`config.mk`:
```
export PLATFORM = sky130hd
export DESIGN_NAME = traffic_countdown
export DESIGN_NICKNAME = d
export VERILOG_FILES = /design/src/rtl/traffic_countdown_pkg.sv /design/src/rtl/sec_prescaler.sv /design/src/rtl/traffic_countdown.sv
export SDC_FILE = /design/constraint.sdc
export NUM_CORES = 1
export LEC_CHECK = 0
export BUFFER_PORTS_ARGS = -buffer_cell sky130_fd_sc_hd__buf_2
export CAP_MARGIN = 20
export CELL_PAD_IN_SITES_DETAIL_PLACEMENT = 1
export CELL_PAD_IN_SITES_GLOBAL_PLACEMENT = 2
export CORE_UTILIZATION = 25
export DETAILED_ROUTE_END_ITERATION = 8
export GPL_TIMING_DRIVEN = 0
export PLACE_DENSITY_LB_ADDON = 0.15
export SLEW_MARGIN = 20
export SYNTH_ARGS = -nofsm -noshare
export SYNTH_HDL_FRONTEND = slang
export SYNTH_SLANG_ARGS = --single-unit
```
`constraint.sdc`:
```
create_clock -name CLK -period 2.8 [get_ports CLK]
set_input_delay 0.42 -clock CLK [delete_from_list [all_inputs] [get_ports CLK]]
set_output_delay 0.42 -clock CLK [all_outputs]
set_load 0.05 [all_outputs]
```
`src/rtl/traffic_countdown_pkg.sv`:
```
// Shared definitions for the traffic-light countdown block and the 7-segment
// display block: FSM state encodings, lamp codes, count width and display range.
package traffic_countdown_pkg;

  // Light-sequence phases; encodings are shared with the display block.
  typedef enum logic [1:0] {
    MG = 2'd0,  // main green, country red
    MY = 2'd1,  // main yellow, country red
    CG = 2'd2,  // main red, country green
    CY = 2'd3   // main red, country yellow
  } state_t;

  // Lamp codes, {R,Y,G}, active-high.
  localparam logic [2:0] L_RED = 3'b100;
  localparam logic [2:0] L_YEL = 3'b010;
  localparam logic [2:0] L_GRN = 3'b001;

  // Largest value either countdown can show; the display decodes 0..MAX_COUNT.
  localparam int MAX_COUNT = 30;
  localparam int CNT_W     = 5;

  typedef struct packed {
    logic [2:0] main_lamp;
    logic [2:0] country_lamp;
  } lamps_t;

  // Lamp pattern shown for each phase.
  function automatic lamps_t state_lamps(input state_t s);
    case (s)
      MG:      return '{main_lamp: L_GRN, country_lamp: L_RED};
      MY:      return '{main_lamp: L_YEL, country_lamp: L_RED};
      CG:      return '{main_lamp: L_RED, country_lamp: L_GRN};
      default: return '{main_lamp: L_RED, country_lamp: L_YEL};
    endcase
  endfunction

endpackage

```
`src/rtl/sec_prescaler.sv`:
```
// One-second prescaler and blink-phase generator.
// Ports:
//   CLK        in   system clock
//   RET        in   asynchronous active-low reset
//   clr        in   synchronous clear: restart the second from prescaler value 0
//   tick       out  high during the last CLK cycle of each second
//   phase      out  registered blink phase, 1 in the first half of each second
//   phase_next out  value phase takes at the next edge, so the owner can
//                   register lamps that must track phase in the same cycle
module sec_prescaler #(
  parameter int TICK_DIV = 50_000_000
) (
  input  logic CLK,
  input  logic RET,
  input  logic clr,
  output logic tick,
  output logic phase,
  output logic phase_next
);

  localparam int W = $clog2(TICK_DIV);

  logic [W-1:0] cnt;
  logic [W-1:0] cnt_next;

  // NOTE: every signal assigned in always_comb gets a value on every path
  // (defaults first) so no latch is inferred.
  always_comb begin
    tick     = (cnt == W'(TICK_DIV - 1));
    cnt_next = cnt + 1'b1;
    if (clr || tick) cnt_next = '0;
    phase_next = (cnt_next < W'(TICK_DIV / 2));
  end

  // NOTE: flops use non-blocking assignments with the asynchronous reset in the
  // sensitivity list; blocking here would create ordering races between blocks.
  always_ff @(posedge CLK or negedge RET) begin
    if (!RET) begin
      cnt   <= '0;
      phase <= 1'b1;
    end else begin
      cnt   <= cnt_next;
      phase <= phase_next;
    end
  end

endmodule

```
`src/rtl/traffic_countdown.sv`:
```
// Traffic-light sequencer with per-road seconds-remaining counts for the
// 7-segment display, a half-second blink phase and a night-flash override.
// Ports:
//   CLK            in   system clock
//   RET            in   asynchronous active-low reset
//   NIGHT          in   asynchronous switch, 1 = night-flash mode
//   MainNumber     out  main-road seconds remaining, 0..30 (0 only at night)
//   CountryNumber  out  country-road seconds remaining, 0..30 (0 only at night)
//   C              out  blink phase, 1 in the first half of each second
//   MainLight      out  main-road lamps {R,Y,G}
//   CountryLight   out  country-road lamps {R,Y,G}
module traffic_countdown
  import traffic_countdown_pkg::*;
#(
  parameter int TICK_DIV = 50_000_000,
  parameter int GREEN_T  = 25,
  parameter int YELLOW_T = 5
) (
  input  logic             CLK,
  input  logic             RET,
  input  logic             NIGHT,
  output logic [CNT_W-1:0] MainNumber,
  output logic [CNT_W-1:0] CountryNumber,
  output logic             C,
  output logic [2:0]       MainLight,
  output logic [2:0]       CountryLight
);

  if (TICK_DIV < 2 || (TICK_DIV % 2) != 0) begin : g_bad_div
    $error("TICK_DIV must be even and at least 2");
  end
  if (GREEN_T < 1 || YELLOW_T < 1 || GREEN_T + YELLOW_T > MAX_COUNT) begin : g_bad_times
    $error("GREEN_T and YELLOW_T must be >= 1 with a sum of at most MAX_COUNT");
  end

  localparam logic [CNT_W-1:0] GREEN_CNT = CNT_W'(GREEN_T);
  localparam logic [CNT_W-1:0] YEL_CNT   = CNT_W'(YELLOW_T);
  localparam logic [CNT_W-1:0] RED_CNT   = CNT_W'(GREEN_T + YELLOW_T);

  state_t state;
  logic   night_meta;
  logic   nsync;
  logic   nsync_q;
  logic   night_exit;
  logic   tick;
  logic   phase_next;

  // Leaving night mode restarts the sequence and the current second together.
  assign night_exit = nsync_q & ~nsync;

  sec_prescaler #(
    .TICK_DIV (TICK_DIV)
  ) u_prescaler (
    .CLK        (CLK),
    .RET        (RET),
    .clr        (night_exit),
    .tick       (tick),
    .phase      (C),
    .phase_next (phase_next)
  );

  // Two-flop synchronizer for the switch, plus one delayed copy for edge detect.
  always_ff @(posedge CLK or negedge RET) begin
    if (!RET) begin
      night_meta <= 1'b0;
      nsync      <= 1'b0;
      nsync_q    <= 1'b0;
    end else begin
      night_meta <= NIGHT;
      nsync      <= night_meta;
      nsync_q    <= nsync;
    end
  end

  // Light FSM and countdown registers. Night mode has priority over a tick in
  // the same cycle, so the sequence never advances while flashing.
  always_ff @(posedge CLK or negedge RET) begin
    if (!RET) begin
      state         <= MG;
      MainNumber    <= GREEN_CNT;
      CountryNumber <= RED_CNT;
      MainLight     <= L_GRN;
      CountryLight  <= L_RED;
    end else if (nsync) begin
      MainNumber    <= '0;
      CountryNumber <= '0;
      // Lamps use the upcoming phase so they stay aligned with the C register.
      MainLight     <= {1'b0, phase_next, 1'b0};
      CountryLight  <= {1'b0, phase_next, 1'b0};
    end else if (night_exit) begin
      state         <= MG;
      MainNumber    <= GREEN_CNT;
      CountryNumber <= RED_CNT;
      MainLight     <= L_GRN;
      CountryLight  <= L_RED;
    end else if (tick) begin
      MainNumber    <= MainNumber - 1'b1;
      CountryNumber <= CountryNumber - 1'b1;
      case (state)
        MG: if (MainNumber == 1) begin
          state        <= MY;
          MainNumber   <= YEL_CNT;
          MainLight    <= state_lamps(MY).main_lamp;
          CountryLight <= state_lamps(MY).country_lamp;
        end
        MY: if (MainNumber == 1) begin
          state         <= CG;
          MainNumber    <= RED_CNT;
          CountryNumber <= GREEN_CNT;
          MainLight     <= state_lamps(CG).main_lamp;
          CountryLight  <= state_lamps(CG).country_lamp;
        end
        CG: if (CountryNumber == 1) begin
          state         <= CY;
          CountryNumber <= YEL_CNT;
          MainLight     <= state_lamps(CY).main_lamp;
          CountryLight  <= state_lamps(CY).country_lamp;
        end
        default: if (CountryNumber == 1) begin
          state         <= MG;
          MainNumber    <= GREEN_CNT;
          CountryNumber <= RED_CNT;
          MainLight     <= state_lamps(MG).main_lamp;
          CountryLight  <= state_lamps(MG).country_lamp;
        end
      endcase
    end
  end

`ifndef SYNTHESIS
  // Outside night mode the red road's count and the active count both reload
  // on the tick they would reach zero, so a zero here means a broken sequence.
  a_no_zero: assert property (@(posedge CLK) disable iff (!RET)
    !nsync_q |-> (MainNumber != '0 && CountryNumber != '0))
    else $error("countdown reached zero outside night mode");
`endif

endmodule

```
# Yosys cells after proc, flatten, opt, wreduce, memory -nomap -nowiden
# Cells that the tools add are included.
# Widths: inputs -> output; s select.
# word_totals
out_inout_bits	17
mem_count	0
ramBits	0
romBits	0
reg_bits	48
word_cells	71
inputBits	3
latch_bits	0
# op_classes
shifts	0
eq_ne	11
n_addsub	3
mul	0
reduce_logical	8
bitwise	2
magnitude_cmp	1
div	0
muxes	36
# ops
operator	count
$mux 5	12
$mux 3	12
$pmux 5 s3	2
$add 26x1->26 const B	1
$eq 26x26->1 const B	1
$lt 26x25->1 const B	1
$mux 26	1
$pmux 3 s3	2
$mux 2	6
$ne 4x3->1 const B	3
$eq 5x1->1 const B	2
$sub 5x1->5 const B	2
$ne 3x2->1 const B	3
$pmux 2 s3	1
$reduce_and 6->1	1
$reduce_and 5->1	1
$reduce_bool 5->1	1
$reduce_bool 4->1	1
$reduce_bool 3->1	1
$eq 2x1->1 const B	1
$eq 2x2->1 const B	1
$logic_not 2->1	1
$reduce_bool 2->1	1
$and 1x1->1	1
other kinds (2)	2

# Depth between registers and ports, before layout
# Gate-level depths: netlist of run 1.
# logic_depth
ltp_word	6
depth_mapped	10
ltp_nobuf	8

# Cells and area by module
# A second synthesis of run 1 with hierarchy kept.
# hier_totals
cells_unflattened	328
area_unflattened_um2	3021.6
# by_module_without_submodules
mod	cells_per_inst	area_per_inst_um2	n_inst	seq_area_each_um2
sec_prescaler	167	1542.7	1	676.9
traffic_countdown	161	1478.9	1	536.8

# Worst setup path before layout of run 1
# Ideal clock, no wire load.
# synth_timing
path_type	reg2reg
start	register u_prescaler.cnt[0]
end	register CountryLight[1]
setup_ps	128
synth_period_minus_slack_ps	2586
path_slack_ps	214
path_stages_with_launch	9
path_buffers	0
t_required_ps	2672
t_arrival_ps	2458
path_cell_list	dfrtp_1 > ha_1 > nand3_2 > nor4_1 > mux2_2 > a2111o_1 > o22ai_1 > a31oi_4 > o2bb2ai_1
# synth_between
elab_chain_len	5
word_cells_on_any_way	8
classes_between	add/sub (1); order compare (1); eq/ne (1); mux (2); reduce/logical (3)
# synth_lines
item	line	source
from (decl)	sec_prescaler.sv:23	logic [W-1:0] cnt;
from (signal assigned)	sec_prescaler.sv:42	cnt <= cnt_next;
parallel branches: the longest is 2 deep, another holds $add 26x1->26	-	
$mux 26 (*)	sec_prescaler.sv:31	if (clr || tick) cnt_next = '0;
$lt 26x25->1 (*)	sec_prescaler.sv:32	phase_next = (cnt_next < W'(TICK_DIV / 2));
named net phase_next	traffic_countdown.sv:46	logic phase_next;
$mux 3 (*)	traffic_countdown.sv:84	end else if (nsync) begin
to (signal assigned)	traffic_countdown.sv:89	CountryLight <= {1'b0, phase_next, 1'b0};
to (signal assigned)	traffic_countdown.sv:104	CountryLight <= state_lamps(MY).country_lamp;
to (signal assigned)	traffic_countdown.sv:111	CountryLight <= state_lamps(CG).country_lamp;
to (decl)	traffic_countdown.sv:26	output logic [2:0] CountryLight
# Mark *: on every way through the listed nets, which the timed path passes.
# A chain may end at the register's enable or synchronous reset.

# Final worst setup path of run 1
# layout_timing
start	register u_prescaler.cnt[1]
end	register MainLight[1]
# layout_between
elab_chain_len	5
word_cells_on_any_way	8
classes_between	add/sub (1); order compare (1); eq/ne (1); mux (2); reduce/logical (3)
# layout_lines
item	line	source
parallel branches: the longest is 2 deep, another holds $add 26x1->26	-	
$mux 26 (*)	sec_prescaler.sv:31	
$lt 26x25->1 (*)	sec_prescaler.sv:32	
named net phase_next	traffic_countdown.sv:46	
$mux 3 (*)	traffic_countdown.sv:84	
to (signal assigned)	traffic_countdown.sv:88	MainLight <= {1'b0, phase_next, 1'b0};
to (signal assigned)	traffic_countdown.sv:103	MainLight <= state_lamps(MY).main_lamp;
to (signal assigned)	traffic_countdown.sv:110	MainLight <= state_lamps(CG).main_lamp;
to (decl)	traffic_countdown.sv:25	output logic [2:0] MainLight,
# Marked as above.

==> results by group, run 1 <==
Drt
  – WL final: 8410 um
  – Post-DR wirelength/cell: 17.1 um
  – DR iter-0 viols: 132
  – Routed Antenna Nets: 0
  – Vias: 2479
  – TritonRoute pass-1 iters: 6
  – Residual DRC: 2
  – Vias/cell: 5.03

STA
  – Fmax: 373 MHz
  – Endpoints failing hold: 0
  – Period Utilization, post-route: 95.7%
  – Final setup fails: 0
  – Max-slew headroom: 57.4%
  – Post-Route Skew: 0.00990 ns
  – Max Transition Viols Final: 0
  – Post-route minimum period: 2.68 ns
  – Worst hold slack: 0.157 ns
  – Worst-Margin Slew: 0.630 ns

Yosys
  – YS warnings: 0
  – Mapped Area: 2970 um2
  – Ys flop type: dfrtp_1
  – Register area share after synthesis: 40.9%
  – Asr flop ratio synth: 100%
  – Seq cells post-synth: 48
  – Post-synth EDFFs: 0
  – Syn Inst Count: 322
  – Syn nets: 335
  – Synth unique cells: 59
  – Mean post-synth cell area: 9.22 um2

Setup path
  – CP peak stage delay: 0.43 ns
  – WP data arrival: 2.84 ns
  – Crit Path Category: flop to flop
  – Setup crit start kind: flop
  – Worst-path cell chain: ha_1 > nand3_4 > nor4_4 > mux2_2 > a2111o_1 > o22ai_2 > a31oi_4 > o2bb2ai_1
  – Max FO, Critical Path: 10
  – Slowest CP cell: dfrtp_1
  – WP data required: 2.96 ns
  – Kind of end point of the critical path: flop

Clock network
  – Htree depth: 2
  – Hold buffer count at CTS: 0
  – Clk pin slew, worst setup/hold paths: 0.07 ns
  – CTS buffer count: 5
  – Deepest clock path buffer count: 2
  – Clk Tree Root Cell: clkbuf_16
  – Clk_lat worst skew: 0.29 ns
  – # clock sinks: 48
  – CTS tree: yes

Final layout
  – Nets@finish: 362
  – ANT cells: 0
  – Layout cells sized above 1: 19.4%
  – Most frequent cells in the layout: nor2_1 (44), dfrtp_1 (31), nand2_1 (23)
  – Area grow syn2layout: 17.2%
  – Commonest non-fill, non-tap cell in the layout: nor2_1
  – Fin area: 3480 um2

GRT
  – Initial antenna violation count: 0
  – First-pass GRT wire length: 14000 um
  – Global route overflow: 0
  – Pin count of the biggest net entering global routing: 49
  – Vias in the first global route: 2583
  – GRT Overall Usage: 14.5%

Placement
  – Port Buf Inserts: 19
  – Placer Congestion: 0.737
  – DP HPWL: 5840 um
  – Post-Place Cell Area: 3250 um2

Status
  – Outcome: finished with violations
  – Failing checks: DRC

Floorplanning
  – Die Y: 111 um
  – I/O Pins: 20
  – Die Area: 12300 um2
  – Overall die width: 111 um
  – Core Area: 11500 um2
  – Initial core utilization: 25.8%
  – Rows: 39

Pwr
  – Max VDD drop: 0.185 mV
  – Leakage power: 1.47 nW
  – Pwr/cell area: 451 nW/um2

Flow run
  – MaxCap Viol Count: 0

Min path
  – Path type of the worst min-delay path: input pin to async pin
[metal layers]
layer	track usage (%)	wire length, um	vias up
met4	4.11	121	0
met5	0	0	-
met2	24.2	4090	34
li1	-	-	1206
met3	2.30	185	9
met1	19.4	4010	1230
[cells by family after synthesis]
logic type / count (synthesis) / synth area share [%]
fa+ha+maj: 10 / 4.21
mux: 8 / 2.74
simple gates: 143 / 27.1
xor+xnor: 25 / 7.37
flops: 48 / 40.9
buf+inv: 27 / 3.75
compound gates: 61 / 13.9
[cells in the mapped netlist (4+ instances only)]
cell	count	share of area, %
nand2b_1	6	1.3
nor3_1	11	1.9
nor4b_1	4	1.2
nand3_1	9	1.5
o21ai_0	16	2.7
clkbuf_1	11	1.4
nand2_1	23	2.9
inv_1	11	1.4
and3_1	7	1.5
xnor2_1	14	4.1
a21oi_1	17	2.9
nand4_1	8	1.7
mux2i_1	7	2.4
nor2_1	44	5.6
dfstp_2	10	8.8
o2bb2ai_1	5	1.5
xor2_1	11	3.2
dfrtp_1	38	32
ha_1	10	4.2
or3_1	4	0.84
[critical path: cells and delay by family (launching register included)]
kind	cells	cell delay (ns)
AOI/OAI and AO/OA	4	0.90
adders and majority gates	1	0.26
DFF	1	0.43
muxes	1	0.38
and+or+nand+nor	2	0.55
[final timing paths]
| kind | from | endpoint | slack [ns] | cells after the start |
|---|---|---|---|---|
| max in group asynchronous | RET | u_prescaler.cnt[10] | 2.18 | 1 |
| min in group CLK | NIGHT | night_meta | 0.23 | 1 |
| min | RET | MainNumber[2] | 0.16 | 1 |
| max reg2reg | u_prescaler.cnt[1] | MainLight[1] | 0.12 | 8 |
| max | u_prescaler.cnt[1] | MainLight[1] | 0.12 | 8 |
| min reg2reg | night_meta | nsync | 0.41 | 0 |
[cell type report]
cell class | count | area (um2)
buffer | 16 | 70.1
timing repair buffer | 20 | 105
multi-input combinational | 247 | 1720
clock inverter | 1 | 5.00
inverter | 11 | 41.3
sequential | 48 | 1220
fill | 1365 | 8040
tap | 143 | 179
clock buffer | 7 | 133
[flip-flops by register name (all words and copies together) (netlist names), 2 cells and up]
name / count
CountryLight: 3
CountryNumber: 5
MainLight: 3
MainNumber: 5
state: 2
u_prescaler.cnt: 26
[what timing repair did]
item | in CTS | in global routing
pin swaps | 1 | 1
resized for setup | 3 | 15
buffers inserted | 1 | 0
setup endpoints to repair | 8 | 5
[metrics by stage]
step,TNS [ns],instances,power [mW],setup slack [ns],utilization (%)
floorplan,0,322,0.909,0.214,-
global placement,-0.560,484,0.970,-0.211,28.2
detailed placement,-0.557,484,0.973,-0.207,28.2
CTS,0,493,1.60,0.00104,29.6
global route,-0.00344,493,1.65,-0.00344,30.2
finish,0,493,1.57,0.119,30.2
[power by group]
| group | leakage, nW | internal, mW | switching (mW) | total (mW) |
|---|---|---|---|---|
| clock network | 0.0679 | 0.331 | 0.271 | 0.602 |
| registers | 0.607 | 0.735 | 0.0533 | 0.788 |
| logic | 0.791 | 0.0567 | 0.120 | 0.177 |
| total | 1.47 | 1.12 | 0.445 | 1.57 |
Note: power is estimated with default switching activity, not from simulation.
==> inputs of run 2 (changes only) <==
- CTS_BUF_LIST: not set -> sky130_fd_sc_hd__clkbuf_8
==> run 2 against run 1 <==
  * The flow still finishes with violations (DRC)
  * Combinational power barely moved
  * Register-to-register slack about the same
  * Fmax decreased by 0.12%
  * Via count is 0.32% lower
  * Routed wire length is 0.89% higher
  * Critical endpoint unchanged
  * Worst setup slack got worse by 0.0031 ns
  * Critical path type unchanged
  * Non-clock buffer count stayed put
  * Clock power down 28%
  * Global-route usage increased by 0.095 points
  * Die area unchanged
  * Worst hold slack lost 0.027 ns
  * Design area fell by 1.6%
==> results by group, run 2 (same netlist as run 1, synthesis figures left out) <==
Status
  – Outcome: finished with violations
  – Failing checks: DRC

Setup path
  – Worst-path cell chain: ha_1 > nand3_4 > nor4_4 > mux2_2 > a2111o_1 > o22ai_2 > a31oi_4 > o2bb2ai_1
  – WP data arrival: 2.87 ns (+0.03 ns)
  – Max FO, Critical Path: 10 (unchanged)
  – Setup crit start kind: flop
  – CP peak stage delay: 0.44 ns (about the same)
  – Crit Path Category: flop to flop
  – Kind of end point of the critical path: flop
  – WP data required: 2.98 ns (+0.02 ns)
  – Reg2reg setup slack: 0.12 ns (about the same)
  – Slowest CP cell: dfrtp_1

Clock network
  – # clock sinks: 48 (unchanged)
  – Clk_lat worst skew: 0.32 ns (+0.03 ns)
  – CTS buffer count: 5 (unchanged)
  – Htree depth: 2 (unchanged)
  – Clk pin slew, worst setup/hold paths: 0.10 ns (+0.03 ns)
  – CTS tree: yes
  – Clk Tree Root Cell: clkbuf_8
  – Deepest clock path buffer count: 2 (unchanged)

Floorplanning
  – Die Area: 12300 um2 (unchanged)
  – Core Area: 11500 um2 (unchanged)
  – Initial core utilization: 25.8% (unchanged)
  – I/O Pins: 20 (unchanged)
  – Rows: 39 (unchanged)
  – Die Y: 111 um (unchanged)
  – Overall die width: 111 um (unchanged)

Final layout
  – Layout cells sized above 1: 19.4% (unchanged)
  – Reg with most FFs: u_prescaler.cnt
  – FF/Latch Area: 1220 um2 (unchanged)
  – Max FFs per register: 26 (unchanged)
  – Fin area: 3420 um2 (-1.6%)
  – Nets@finish: 362 (unchanged)
  – Most frequent cells in the layout: nor2_1 (44), dfrtp_1 (31), nand2_1 (23)
  – Layout Utilization: 29.7% (-0.49 points)
  – Fillcell total: 1371 (+0.44%)
  – Largest regs: u_prescaler.cnt (26), CountryNumber (5), MainNumber (5)
  – Multi-input gate area: 1720 um2 (unchanged)
  – ANT cells: 0 (unchanged)
  – Commonest non-fill, non-tap cell in the layout: nor2_1
  – Fin cells: 493 (unchanged)
  – Area grow syn2layout: 15.3%

GRT
  – Initial antenna violation count: 0 (unchanged)
  – Pin count of the biggest net entering global routing: 49 (unchanged)
  – Global route overflow: 0 (unchanged)
  – Vias in the first global route: 2592 (+0.35%)
  – GRT Overall Usage: 14.6% (+0.095 points)
  – First-pass GRT wire length: 14100 um (+0.44%)

STA
  – Period Utilization, post-route: 95.9% (+0.11 points)
  – Worst hold slack: 0.130 ns (-0.0268 ns)
  – Fmax: 373 MHz (-0.12%)
  – Post-Route Skew: 0.0143 ns (+0.00444 ns)
  – Endpoints failing hold: 0 (unchanged)
  – Worst-Margin Slew: 0.657 ns (+0.0265 ns)
  – Final setup fails: 0 (unchanged)
  – Post-route minimum period: 2.68 ns (+0.00315 ns)
  – Max Transition Viols Final: 0 (unchanged)
  – Max-slew headroom: 56.2% (-1.2 points)

Pwr
  – Switching share of power: 31.2% (+2.9 points)
  – Clk pwr share: 30.9% (-7.5 points)
  – Switch Pwr: 0.437 mW (-1.8%)
  – Max VDD drop: 0.180 mV (-2.5%)
  – Comb power frac: 12.7% (+1.4 points)
  – Pint: 0.961 mW (-14%)
  – Leakage power: 1.45 nW (-1.2%)
  – Seq pwr share: 56.4% (+6.1 points)
  – Tot Pwr: 1.40 mW (-11%)
  – Pwr/cell area: 408 nW/um2 (-9.4%)

Placement
  – Placer Congestion: 0.737 (unchanged)
  – Port Buf Inserts: 19 (unchanged)
  – DP HPWL: 5840 um (unchanged)
  – Post-Place Cell Area: 3250 um2 (unchanged)
  – Placed Instances: 484 (unchanged)

Min path
  – Path type of the worst min-delay path: input pin to async pin

Drt
  – Vias/cell: 5.01 (-0.32%)
  – Vias: 2471 (-0.32%)
  – TritonRoute pass-1 iters: 6 (unchanged)
  – WL final: 8480 um (+0.89%)
  – Residual DRC: 2 (unchanged)
  – Post-DR wirelength/cell: 17.2 um (+0.89%)
  – DR iter-0 viols: 151 (+14%)
  – Routed Antenna Nets: 0 (unchanged)

Flow run
  – MaxCap Viol Count: 0 (unchanged)
==> run 2: final cells by class <==
cell class | instances | area share (%)
plain buffers | 16 | 2.05
clock buffers | 5 | 2.01
clock inverters | 3 | 0.366
inverters | 11 | 1.21
multi-input cells | 247 | 50.3
flip-flops and latches | 48 | 35.7
well taps | 143 | 5.23
repair buffers | 20 | 3.07
==> run 2: final timing paths <==
check,end,depth (start not counted),startpoint
worst max register to register,MainLight[1],8,u_prescaler.cnt[1]
min in group CLK,night_meta,1,NIGHT
worst min-delay path,MainNumber[2],1,RET
max in group asynchronous,u_prescaler.cnt[10],1,RET
worst min register to register,nsync,0,night_meta
worst max-delay path,MainLight[1],8,u_prescaler.cnt[1]
==> run 2: per-stage QoR <==
step	TNS, ns	setup slack [ns]
2_1_floorplan	0	0.214
3_3_place_gp	-0.560	-0.211
3_5_place_dp	-0.557	-0.207
4_1_cts	-0.00230	-0.00230
5_1_grt	-0.00524	-0.00438
6_report	0	0.116
==> run 2: power groups by stage <==
stage | Sequential, mW | Combinational (mW) | Clock (mW)
floorplan | 0.822 | 0.0872 | 0
global placement | 0.794 | 0.177 | 0
detailed placement | 0.794 | 0.179 | 0
CTS | 0.782 | 0.181 | 0.461
global route | 0.795 | 0.200 | 0.477
finish | 0.788 | 0.178 | 0.432
==> run 2: timing repair <==
action | 4_1_cts | 5_1_grt
setup endpoints to repair | 9 | 6
hold buffers | 0 | 0
resized for setup | 4 | 14
buffers inserted | 1 | 0
pin swaps | 1 | 1
==> run 2: critical path, delay by kind of cell, from the launching register on <==
family	cells	cell delay, ns
AOI/OAI and AO/OA	4	0.89
adders and majority gates	1	0.26
muxes	1	0.38
and+or+nand+nor	2	0.55
DFF	1	0.44
==> run 2: per-layer routing <==
layer  up-vias  global-route usage (%)  wire length (um)
li1       1206                       -                 -
met3         7                    2.46               175
met2        29                    24.2              4110
met4         0                    4.38               110
met1      1229                    19.4              4080
met5         -                       0                 0
